==> src/rtl/uio_byte_tx.sv <==
// uio byte port transmitter: small FIFO from the core, bytes driven onto the
// uio pads with a 4-phase req/ack handshake. The ack is resynchronised, and a
// timeout guards the REQ and RELEASE phases.
module uio_byte_tx #(
  parameter int DEPTH     = 4,    // FIFO entries, power of two, >= 2
  parameter int SETUP_CYC = 1,    // cycles data/oe lead req, >= 1
  parameter int TIMEOUT   = 255   // max wait in REQ/RELEASE, 0 = disabled
) (
  input  logic       clk,
  input  logic       rst,
  input  logic [7:0] in_data,
  input  logic       in_valid,
  output logic       in_ready,
  output logic [7:0] uio_out,
  output logic [7:0] uio_oe,
  output logic       tx_req,
  input  logic       tx_ack,
  output logic       err,
  input  logic       err_clr,
  output logic [7:0] sent_cnt,
  output logic       busy
);

  localparam int AW = $clog2(DEPTH);
  localparam int SW = (SETUP_CYC < 2) ? 1 : $clog2(SETUP_CYC);
  localparam int TW = (TIMEOUT < 2) ? 1 : $clog2(TIMEOUT + 1);

  localparam logic [1:0] S_IDLE    = 2'd0;
  localparam logic [1:0] S_SETUP   = 2'd1;
  localparam logic [1:0] S_REQ     = 2'd2;
  localparam logic [1:0] S_RELEASE = 2'd3;

  logic [7:0]    mem [DEPTH];
  logic [AW-1:0] wr_ptr, rd_ptr;
  logic [AW:0]   count;
  logic          ack_m, ack_s;
  logic [1:0]    state;
  logic [SW-1:0] setup_cnt;
  logic [TW-1:0] tmo_cnt;
  logic          fifo_ne, push, pop;
  logic          req_done, rel_done, tmo_fire;

  assign fifo_ne  = (count != '0);
  assign in_ready = (count < (AW+1)'(DEPTH));
  assign push     = in_valid && in_ready;
  assign busy     = (state != S_IDLE) || fifo_ne;

  // Handshake progress, timeout and pop decisions; a completing handshake
  // beats a timeout landing on the same cycle.
  always_comb begin
    req_done = (state == S_REQ) && ack_s;
    rel_done = (state == S_RELEASE) && !ack_s;
    tmo_fire = 1'b0;
    if (TIMEOUT != 0 && (state == S_REQ || state == S_RELEASE))
      tmo_fire = (tmo_cnt == TW'(TIMEOUT)) && !req_done && !rel_done;
    pop = fifo_ne && ((state == S_IDLE) || rel_done);
  end

  // FIFO storage; contents need no reset since count gates every read.
  always_ff @(posedge clk) begin
    if (push) mem[wr_ptr] <= in_data;
  end

  // FIFO pointers and occupancy.
  always_ff @(posedge clk or posedge rst) begin
    if (rst) begin
      wr_ptr <= '0;
      rd_ptr <= '0;
      count  <= '0;
    end else begin
      if (push) wr_ptr <= wr_ptr + AW'(1);
      if (pop)  rd_ptr <= rd_ptr + AW'(1);
      case ({push, pop})
        2'b10:   count <= count + (AW+1)'(1);
        2'b01:   count <= count - (AW+1)'(1);
        default: count <= count;
      endcase
    end
  end

  // Two-flop resynchroniser for the asynchronous ack.
  always_ff @(posedge clk or posedge rst) begin
    if (rst) begin
      ack_m <= 1'b0;
      ack_s <= 1'b0;
    end else begin
      ack_m <= tx_ack;
      ack_s <= ack_m;
    end
  end

  // Handshake FSM with registered pad outputs, error flag and transfer count.
  always_ff @(posedge clk or posedge rst) begin
    if (rst) begin
      state     <= S_IDLE;
      uio_out   <= '0;
      uio_oe    <= '0;
      tx_req    <= 1'b0;
      setup_cnt <= '0;
      tmo_cnt   <= '0;
      err       <= 1'b0;
      sent_cnt  <= '0;
    end else begin
      if (err_clr) err <= 1'b0;
      case (state)
        S_IDLE: begin
          if (pop) begin
            uio_out   <= mem[rd_ptr];
            uio_oe    <= 8'hFF;
            setup_cnt <= SW'(SETUP_CYC - 1);
            state     <= S_SETUP;
          end
        end
        S_SETUP: begin
          if (setup_cnt == '0) begin
            tx_req  <= 1'b1;
            tmo_cnt <= '0;
            state   <= S_REQ;
          end else begin
            setup_cnt <= setup_cnt - SW'(1);
          end
        end
        S_REQ: begin
          if (req_done) begin
            tx_req  <= 1'b0;
            tmo_cnt <= '0;
            state   <= S_RELEASE;
          end else begin
            tmo_cnt <= tmo_cnt + TW'(1);
          end
        end
        S_RELEASE: begin
          if (rel_done) begin
            sent_cnt <= sent_cnt + 8'd1;
            if (pop) begin
              // next byte goes straight out, oe stays asserted
              uio_out   <= mem[rd_ptr];
              setup_cnt <= SW'(SETUP_CYC - 1);
              state     <= S_SETUP;
            end else begin
              uio_out <= '0;
              uio_oe  <= '0;
              state   <= S_IDLE;
            end
          end else begin
            tmo_cnt <= tmo_cnt + TW'(1);
          end
        end
        default: state <= S_IDLE;
      endcase
      // Timed-out byte is dropped and the bus released; overrides err_clr.
      if (tmo_fire) begin
        err     <= 1'b1;
        tx_req  <= 1'b0;
        uio_oe  <= '0;
        uio_out <= '0;
        state   <= S_IDLE;
      end
    end
  end

endmodule
==> config.mk <==
export PLATFORM = sky130hd
export DESIGN_NAME = uio_byte_tx
export DESIGN_NICKNAME = d
export VERILOG_FILES = /design/src/rtl/uio_byte_tx.sv
export SDC_FILE = /design/constraint.sdc
export NUM_CORES = 1
export LEC_CHECK = 0
export CAP_MARGIN = 0
export CORE_MARGIN = 2
export CORE_UTILIZATION = 40
export CTS_CLUSTER_SIZE = 10
export DETAILED_ROUTE_END_ITERATION = 8
export HOLD_SLACK_MARGIN = 0.02
export PLACE_DENSITY = 0.63
export SLEW_MARGIN = 20
export SYNTH_ARGS = -nofsm -noshare
export SYNTH_HDL_FRONTEND = slang
export SYNTH_SLANG_ARGS = --single-unit
==> constraint.sdc <==
create_clock -name clk -period 3.2 [get_ports clk]
set_input_delay 0.48 -clock clk [delete_from_list [all_inputs] [get_ports clk]]
set_output_delay 0.48 -clock clk [all_outputs]
set_load 0.05 [all_outputs]
==> flow_summary.toml, run 1 <==
[critical_path]
path_class = "reg -> out"
cp-startpoint = "state[1]"
critical_path_required_ps = 2720
critPathMaxFanout = 5
end_kind = "output port"
rrSetupSlack_ps = 690
crit_arrival_ps = 2400
worstSetupStartpointType = "flop"
reg2reg_from = "state[0]"

[timing]
tns_ps = 0
relSlewSlack = 0.605
tightest_slew_ps = 592
final_hold_viol_count = 0
clock_skew_ps = 7.57
holdWs_ps = 361
rsz0062_at_grt = "no"
fmax_ghz = 0.347
fin_crit_sh = 0.900
fin_ws_ps = 319
setup_viol = 0
finalCriticalPeriod_ps = 2880
slew_violations = 0

[place]
gp_congestion = 0.723
place_ws_ps = 696
placed_area_um2 = 3680
place_inst = 376
portBuffers = 40
hpwl_um = 4020

[clock_tree]
postCtsSetupBuffers = 0
tritoncts = "done"
htree_levels = 3
numCtsBuffers = 9
hold_buffers = 0
root_buffer = "clkbuf_8"
ctsLongestPathBuffers = 2
clk_latency_ps = 350
cts.repair.resized = 0
clkSinkCount = 70
path_clk_slew_ps = 80

[finish]
final_nets = 309
area_growth_pct = 20.6
drive_gt1_frac = 0.121
fin_cells = 392
post-route-util = 0.499
final_area_um2 = 3870
antenna_cells = 0

[grt]
grt_first_pass_wirelength_um = 9620
grt_max_degree = 39
grt_antenna_before_repair = 0
overflow = 0
grt_pass1_vias = 1937
grtUsageTotal = 0.144

[synthesis]
syn_nets = 269
yosys-top-cells-count = "dfrtp_1 (38), edfxtp_1 (32), inv_1 (20), nor2_1 (11)"
post-synth-top-area-fraction = 0.299
synth_area_leader_cell = "edfxtp_1"
synth_area_um2 = 3210
synth_area_leaders = "edfxtp_1 (30%), dfrtp_1 (30%), mux4_2 (5.6%)"
synth-edff-count = 32
yosys_warnings = 0
yosysSeqAreaShare = 0.595
synth.ff_latch_count = 70
synth.most_common_cell = "dfrtp_1"
ys.flop_type = "dfrtp_1"
synth_cell_type_count = 48
syn_inst = 245
avgSynthCellArea_um2 = 13.1
async_reset_ff_frac = 0.543

[worst_hold_path]
hold_class = "reg -> reg"
hold_path.startpoint = "ack_m"

[run_status]
status = "complete, no violations"

[pwr]
clkPwrFrac = 0.178
pwr-share-comb = 0.462
cell_internal_pwr_mw = 2.21
power_density_nw_per_um2 = 991
seq_power_share = 0.360
ir_drop_v = 0.000606
p_leak_nw = 1.55
p_total_mw = 3.84
p_sw_frac = 0.426
p_switching_mw = 1.63

[floorplanning]
core_um2 = 7770
row_count = 32
dieHeight_um = 93.6
die_area_um2 = 8760
pin_count = 41
initial_utilization = 0.413
die_x_um = 93.6

[routing]
routedWlPerCell_um = 14.9
drc = 0
drt_iter0_markers = 101
antenna_left = 0
dr.pass1.iters = 4
vias = 1953
vias_per_cell = 4.98
drt-total-wl_um = 5830

[flow_run]
drv_cap = 0
-- worst max-delay path, cell delays in order, from the launching register on --
cell and delay [ps]:
dfrtp_1 430, inv_1 140, ha_1 180, or4b_1 550, clkdlybuf4s50_1 750
-- cells by family (layout without fill, tap and decap cells) --
family | Yosys count | after routing | share of synthesized area
AOI/OAI and AO/OA | 40 | 40 | 0.0943
buffers and inverters | 35 | 80 | 0.0499
muxes | 12 | 12 | 0.0697
and+or+nand+nor | 62 | 62 | 0.105
xor gates and xnor gates | 15 | 15 | 0.0409
DFF | 70 | 70 | 0.595
adders and majority gates | 11 | 11 | 0.0452
-- power groups by stage --
stage	Combinational [mW]	Clock (mW)	Sequential, mW
finish	1.78	0.683	1.38
global route	1.93	0.739	1.42
CTS	1.80	0.699	1.39
detailed placement	1.79	0	1.41
global placement	1.76	0	1.40
floorplan	1.09	0	1.62
-- worst paths after layout --
path                         endpoint  cells past startpoint
max in group asynchronous    count[0]                      3
min                             ack_s                      0
min in group asynchronous  uio_out[2]                      3
max                              busy                      4
max reg2reg                  count[2]                     10
min reg2reg                     ack_s                      0
-- cell usage in the layout (no fill, tap or decap), types with 3 or more instances in the layout --
cell type and count:
dfrtp_1 38, nor2_1 11, nor3_1 8, nand2_1 10, a21oi_1 4, and2_1 5
inv_6 3, edfxtp_1 32, o21ai_0 9, nand3_1 7, buf_4 4, xor2_1 5
xnor2_1 10, a22o_1 3, inv_1 20, o2bb2ai_1 8, a21o_1 4, clkbuf_8 10
ha_1 10, mux4_2 8, nor2b_1 4, clkdlybuf4s50_1 40, nand2b_1 3
-- per-layer routing --
metal  vias up  wire, um  GRT usage
met4         0       136     0.0725
met2        33      2630      0.215
li1        958         -          -
met1       952      2890      0.201
met3        10       168     0.0258
met5         -         0          0
-- registers in the layout (all words and copies together), names as in the netlist, 2 cells and up --
register,cells
sent_cnt,8
state,2
mem,32
uio_out,8
count,3
rd_ptr,2
wr_ptr,2
tmo_cnt,8
-- area by class of cell --
class / instances / area (um2)
Inverter: 20 / 75.1
Clock inverter: 6 / 52.6
Sequential cell: 70 / 1910
Timing Repair Buffer: 44 / 430
Fill cell: 715 / 3890
Tap cell: 102 / 128
Clock buffer: 10 / 138
Multi-Input combinational cell: 140 / 1140
(Power assumes the default switching activity.)
==> run 2: changes to the inputs <==
--- a/config.mk
+++ b/config.mk
@@ -6,7 +6,6 @@
 export NUM_CORES = 1
 export LEC_CHECK = 0
 export CAP_MARGIN = 0
-export CORE_MARGIN = 2
 export CORE_UTILIZATION = 40
 export CTS_CLUSTER_SIZE = 10
 export DETAILED_ROUTE_END_ITERATION = 8
==> constraint.sdc (replaced) <==
create_clock -name clk -period 3.3 [get_ports clk]
set_input_delay 0.495 -clock clk [delete_from_list [all_inputs] [get_ports clk]]
set_output_delay 0.495 -clock clk [all_outputs]
set_load 0.05 [all_outputs]
==> run 2 against run 1 <==
  * Total power is essentially flat
  * Die area is 4.2% lower
  * Critical path type unchanged
  * Critical endpoint unchanged
  * Clock-buffer cell count unchanged
  * Via count unchanged
  * Clock power is 12% higher
  * Largest power group unchanged
  * Combinational power decreased by 2%
  * Hold slack lost 7.8 ps
  * First-iteration DRC count up 5.9%
  * Sequential cell count stayed put
  * Sequential share of layout area fell by 0.40 points
  * Sequential power fell by 3%
  * Design area grew 0.81%
==> flow_summary.toml, run 2 (same netlist as run 1, synthesis figures left out) <==
[critical_path]
worstSetupStartpointType = "flop"
cp_cell_sequence = "inv_1, ha_1, or4b_1, clkdlybuf4s50_1"
max_stage_delay_ps = 740
path_buf_inv = 2
end_kind = "output port"
reg2reg_from = "state[0]"
path_delay_family = "buffers and inverters"
critPathMaxFanout = 5
path_class = "reg -> out"
slowest_stage = "clkdlybuf4s50_1"
cp-startpoint = "state[1]"
crit_arrival_ps = 2360
critical_path_required_ps = 2800

[clock_tree]
clkSinkCount = 70
clk_latency_ps = 340
path_clk_slew_ps = 80
tritoncts = "done"
hold_buffers = 0
htree_levels = 3
cts.repair.resized = 0
numCtsBuffers = 9
ctsLongestPathBuffers = 2
postCtsSetupBuffers = 0
root_buffer = "clkbuf_8"

[grt]
overflow = 0
grt_pass1_vias = 1935
grtUsageMet3 = 0.0402
grt_max_degree = 39
grtUsageTotal = 0.153
grt.met2_usage = 0.244
grt_first_pass_wirelength_um = 9630
grt_antenna_before_repair = 0
grt-busiest-layer = "met2"
use_met1 = 0.203

[timing]
final_hold_viol_count = 0
relSlewSlack = 0.601
holdWs_ps = 353
tns_ps = 0
fin_crit_sh = 0.865
tightest_slew_ps = 598
rsz0062_at_grt = "no"
fmax_ghz = 0.350
slew_violations = 0
clock_skew_ps = 13.3
fin_ws_ps = 444
finalCriticalPeriod_ps = 2860
setup_viol = 0

[finish]
layout_commonest_cell = "clkdlybuf4s50_1"
antenna_cells = 0
largest_reg_flops = 32
drive_gt1_frac = 0.117
fillers = 699
final_nets = 309
post-route-util = 0.506
area_growth_pct = 21.6
top_register = "mem"
layout_common_cells = "clkdlybuf4s50_1 (40), dfrtp_1 (38), edfxtp_1 (32), inv_1 (20), nor2_1 (11)"

[routing]
antenna_left = 0
drc = 0
vias_per_cell = 4.98
dr.pass1.iters = 4
drt-total-wl_um = 5780
vias = 1953
routedWlPerCell_um = 14.7
drt_iter0_markers = 107

[worst_hold_path]
hold_class = "reg -> reg"
hold_path.startpoint = "ack_m"

[floorplanning]
initial_utilization = 0.416
dieHeight_um = 91.6
core_um2 = 7730
pin_count = 41
row_count = 32
die_area_um2 = 8390
die_x_um = 91.6

[place]
gp_congestion = 0.799
place_ws_ps = 827
hpwl_um = 3810
portBuffers = 40

[flow_run]
drv_cap = 0

[pwr]
power_density_nw_per_um2 = 984
p_leak_nw = 1.56
ir_drop_v = 0.000468
p_total_mw = 3.84

[run_status]
status = "complete, no violations"
-- run 2: through the flow --
stage	cell area [um2]	cells
after floorplan	3210	245
after global placement	3680	376
after detailed placement	3680	376
after CTS	3910	392
after global routing	3910	392
final	3910	392
-- run 2: final cells by class --
type / count / area (um2) / share of cell area
flip-flops and latches: 70 / 1910 / 0.489
multi-input cells: 140 / 1140 / 0.292
repair buffers: 44 / 430 / 0.110
clock buffers: 10 / 128 / 0.0327
well taps: 102 / 128 / 0.0327
clock inverters: 6 / 93.8 / 0.0240
inverters: 20 / 75.1 / 0.0192
-- run 2: path summary, 6_finish.rpt --
kind | end | slack (ps) | cells after the start
worst max-delay path | busy | 440 | 4
min in group asynchronous | uio_out[2] | 570 | 3
worst max register to register | count[2] | 760 | 10
max in group asynchronous | uio_out[0] | 2370 | 3
worst min-delay path | ack_s | 350 | 0
worst min register to register | ack_s | 350 | 0
-- run 2: report_power, final --
group	total, mW	leakage [nW]	switching, mW	internal (mW)
combinational	1.74	0.684	1.04	0.701
sequential	1.34	0.770	0.201	1.14
clock	0.768	0.107	0.337	0.431
-- run 2: layer usage --
layer	wire length [um]	vias to the layer above
li1	-	962
met1	2770	940
met3	219	5
met5	0	-
met4	63	0
met2	2730	46
